### config.mk
export PLATFORM = sky130hd
export DESIGN_NAME = rr_stage_arb
export DESIGN_NICKNAME = d
export VERILOG_FILES = /design/src/rtl/rr_stage_arb.sv
export SDC_FILE = /design/constraint.sdc
export NUM_CORES = 1
export LEC_CHECK = 0
export BUFFER_PORTS_ARGS = -buffer_cell sky130_fd_sc_hd__clkbuf_2
export CORE_ASPECT_RATIO = 0.8
export CORE_MARGIN = 1
export CORE_UTILIZATION = 46
export DETAILED_ROUTE_END_ITERATION = 8
export MAX_ROUTING_LAYER = met4
export PLACE_DENSITY_LB_ADDON = 0.05
export SYNTH_ARGS = -nofsm -noshare
export SYNTH_HDL_FRONTEND = slang
export SYNTH_SLANG_ARGS = --single-unit
export TNS_END_PERCENT = 50
### constraint.sdc
create_clock -name clk -period 1.8 [get_ports clk]
set_input_delay 0.18 -clock clk [delete_from_list [all_inputs] [get_ports clk]]
set_output_delay 0.18 -clock clk [all_outputs]
set_load 0.01 [all_outputs]
### src/rtl/rr_stage_arb.sv
// rr_stage_arb: two-requester round-robin arbiter with bounded bursts feeding one registered output stage
module rr_stage_arb #(
  parameter int DW = 8,
  parameter int MAX_BURST = 4
) (
  input  logic          clk,
  input  logic          rstn,
  input  logic          req0_valid,
  input  logic [DW-1:0] req0_data,
  output logic          req0_ready,
  input  logic          req1_valid,
  input  logic [DW-1:0] req1_data,
  output logic          req1_ready,
  output logic          out_valid,
  output logic [DW-1:0] out_data,
  output logic          out_src,
  input  logic          out_ready,
  output logic          busy
);
  localparam int CW = $clog2(MAX_BURST + 1);
  typedef enum logic [1:0] {IDLE, GRANT0, GRANT1} state_t;
  state_t state, state_n;
  logic last, last_n;
  logic [CW-1:0] cnt, cnt_n;
  logic free, x0, x1, xfer, burst_done;
  assign free       = !out_valid || out_ready;
  assign req0_ready = (state == GRANT0) && free;
  assign req1_ready = (state == GRANT1) && free;
  assign x0         = req0_valid && req0_ready;
  assign x1         = req1_valid && req1_ready;
  assign xfer       = x0 || x1;
  assign burst_done = xfer && (cnt + 1'b1 == CW'(MAX_BURST));
  assign busy       = state != IDLE;
  // grant selection, release on idle requester or burst limit, burst counting
  always_comb begin
    state_n = state;
    last_n  = last;
    cnt_n   = xfer ? cnt + 1'b1 : cnt;
    case (state)
      IDLE: begin
        state_n = (req0_valid && (!req1_valid || last)) ? GRANT0 : req1_valid ? GRANT1 : IDLE;
        cnt_n   = '0;
      end
      GRANT0: if (!req0_valid || burst_done) begin
        last_n  = 1'b0;
        cnt_n   = '0;
        state_n = req1_valid ? GRANT1 : burst_done ? GRANT0 : IDLE;
      end
      GRANT1: if (!req1_valid || burst_done) begin
        last_n  = 1'b1;
        cnt_n   = '0;
        state_n = req0_valid ? GRANT0 : burst_done ? GRANT1 : IDLE;
      end
      default: state_n = IDLE;
    endcase
  end
  // arbiter state and output register; a load wins over a simultaneous drain
  always_ff @(posedge clk) begin
    if (!rstn) begin
      state     <= IDLE;
      last      <= 1'b1;
      cnt       <= '0;
      out_valid <= 1'b0;
      out_data  <= '0;
      out_src   <= 1'b0;
    end else begin
      state <= state_n;
      last  <= last_n;
      cnt   <= cnt_n;
      if (xfer) begin
        out_valid <= 1'b1;
        out_data  <= x1 ? req1_data : req0_data;
        out_src   <= x1;
      end else if (out_ready) begin
        out_valid <= 1'b0;
      end
    end
  end
endmodule
==> summary.md <==
| Metric | Value |
|---|---|
| GRT overflow | `0` |
| HP Class | `in2reg` |
| CP peak stage delay | `540 ps` |
| Register Area | `320 sq um` |
| Crit-path cells | `nand2b_1, or3_1, mux2i_1, a21oi_1` |
| Leak pwr | `0.503 nW` |
| Post-route ant nets | `0` |
| Final GP Congestion | `0.954` |
| Max Cap Viol | `0` |
| Pwr Density | `693 nW/um^2` |
| First-pass GRT wire length | `between 2 and 3 mm` |
| Met3 WL | `111 um` |
| Cts repair resizes | `0` |
| Netlist Area Pre-Place | `817 sq um` |
| Worst-path clk slew | `~90 ps` |
| Die Wd | `about 49 um` |
| DRT iter0 DRCs | `13` |
| All-Layer GR Usage | `20.0%` |
| Worst EP arrival | `1770 ps` |
| Ys async rst share | `0%` |
| Clk buf depth | `2` |
| Post-route worst setup slack | `between 150 and 200 ps` |
| Synthesized area per cell | `9.39 sq um` |
| Final-report max-slew violation count | `0` |
| Inserted Clock Buffers | `3` |
| Pre-antenna DRT Iters | `4` |
| Worst clock skew | `0.360 ps` |
| Setup tns final | `0 ps` |
| Detailed Place HPWL | `about 1.2 mm` |
| Warnings from Yosys | `0` |
| Hold slack | `~130 ps` |
| Vias/cell | `5.32` |
| Number of synthesized flops with an enable pin | `0` |
| Vias | `roughly 760` |
| Die outline height | `39.7 um` |
| IO Count | `34` |
| Number of global-route vias before repair | `616` |
| Post-CTS setup buffers | `0` |
| Met2 wire length | `between 700 and 800 um` |
| Post-synth top cells | `dfxtp_1 (16), o21ai_0 (11), a21oi_1 (10)` |
| CP Max Fanout | `9` |
| Reg2reg setup slack | `just under 200 ps` |
| Hold_buf cts | `0` |
| Remaining DRCs | `0` |
| Hold path endpoint | `state[0]$_SDFFE_PN0P_` |
| M1 WL | `approximately 850 um` |
| Multi-input gate area | `between 400 and 500 sq um` |
| Crit. End Element | `register` |
| Setup-failing EPs final | `0` |
| F_max | `624 MHz` |
| Post-Syn Instances | `87` |
| Most common cell in the synthesized netlist | `dfxtp_1` |
| Initial Util | `49.7%` |
| Synth top area share | `39.2%` |
| WP data required | `1970 ps` |
| Final Hold Violating Endpoints | `0` |
| Placed Instances | `139` |
| Root Driver | `clkbuf_4` |
| IO buf count | `33` |
| Fin cells | `between 100 and 150` |
| Top sig layer | `met3` |
| FILL cells | `160` |
| Hold Crit Start | `req1_valid` |
| Core ar. | `1640 sq um` |
| Max VDD drop | `0.655 mV` |
| WS Path Type | `reg2reg` |
| Worst hold stages | `2` |
| Routed WL per cell | `between 10 and 15 um` |
| Synth Net Count | `110` |
| Synth Register Bits | `16` |
| Die area | `1950 sq um` |
| Worst reg2reg endpoint | `out_data[3]$_SDFFE_PN0N_` |
| Nets | `145` |
| CTS tree | `yes` |
| Leading post-synthesis cells by cell area | `dfxtp_1 (39%), mux2i_1 (11%), o21ai_0 (6.7%)` |
| WL final | `1.72 mm` |
| Ant. Diodes | `0` |
| Worst setup startpoint | `state[1]$_SDFFE_PN0P_` |
| Post-synthesis sequential area ratio | `39.2%` |
| Status | `completed` |
| Layout cells sized above 1 | `35.8%` |
| Final min period | `1600 ps` |
| Clock sinks | `16` |
| Slowest CP cell | `or3_1` |
| Initial antenna violation count | `0` |
| Main flop type after synthesis | `dfxtp_1` |
| Worst R2R Start | `state[1]$_SDFFE_PN0P_` |
| Slew margin rel. | `67.9%` |
| Num rows | `13` |
| Unrepaired setup endpoints after global routing | `false` |
| H-tree levels | `1` |
| Final Cycle Share | `about nine tenths` |
| Least-Margin Pin Slew | `between 400 and 500 ps` |
| Clock latency on the worst-skew pair | `around 280 ps` |
| Yosys top cell by area | `dfxtp_1` |
| R2r worst-path depth | `4` |
| Layout area overhead | `24.2%` |
| Placement Setup Slack | `252 ps` |
| Largest net degree at the start of global routing | `22` |
| Critical path launch point type | `register` |
| Library cells used by synthesis | `32` |
[where the power goes]
| group | internal [mW] | leakage, nW | switching (mW) |
|---|---|---|---|
| sequential | 0.374 | 0.131 | 0.0141 |
| clock | 0.0776 | 0.0138 | 0.105 |
| combinational | 0.0633 | 0.358 | 0.0685 |
| total | 0.515 | 0.503 | 0.188 |
[kinds of logic (layout without fill, tap and decap cells)]
logic type,count (synthesis),count (layout),share of synthesized area [%]
buf+inv,7,40,4.44
simple gates,16,16,11.6
flops,16,16,39.2
xor+xnor,2,2,3.06
fa+ha+maj,2,2,3.06
mux,9,9,11.0
compound gates,35,35,27.6
[registers in the layout, indices dropped and copies added, names as in the netlist]
signal     flops
out_data       8
cnt            3
state          2
last           1
out_src        1
out_valid      1
[critical path: cells and delay by family (launching register included)]
kind / cells / cell delay, ps
flops: 1 / 450
compound gates: 1 / 90
mux: 1 / 280
simple gates: 2 / 660
[cell type report]
type	instances	area share, %
Sequential cell	16	31.6
Inverter	3	1.11
Tap cell	22	2.71
Multi-Input combinational cell	64	45.4
Timing Repair Buffer	34	17.0
Clock buffer	3	2.22
[how the worst max path moves through the flow]
stage	cells past startpoint	slack, ps	to
2_1_floorplan	5	380	cnt[2]$_SDFF_PN0_
3_3_place_gp	5	270	cnt[0]$_SDFF_PN0_
3_5_place_dp	5	250	cnt[1]$_SDFF_PN0_
4_1_cts	4	200	out_data[3]$_SDFFE_PN0N_
5_1_grt	5	50	cnt[1]$_SDFF_PN0_
6_report	4	200	out_data[3]$_SDFFE_PN0N_
[stage by stage]
step                area, sq um  util, %  power (mW)
finish                     1010     61.8       0.703
global route               1010     61.8       0.753
CTS                        1010     61.8       0.713
detailed placement          992     60.4       0.528
global placement            992     60.4       0.527
floorplan                   817        -       0.472
[cells in the final DEF (no fill, tap or decap), types with 3 or more instances in the layout]
master    count
a21oi_1      10
inv_1         3
clkbuf_4      3
nor2_1        4
clkbuf_2     33
o21ai_0      11
mux2i_1       9
dfxtp_1      16
[layer usage]
metal,up-vias,GRT usage (%)
li1,391,-
met1,334,25.0
met2,31,31.2
met3,0,6.98
met4,0,4.41
met5,-,-
Power figures use the tool's default switching activity.
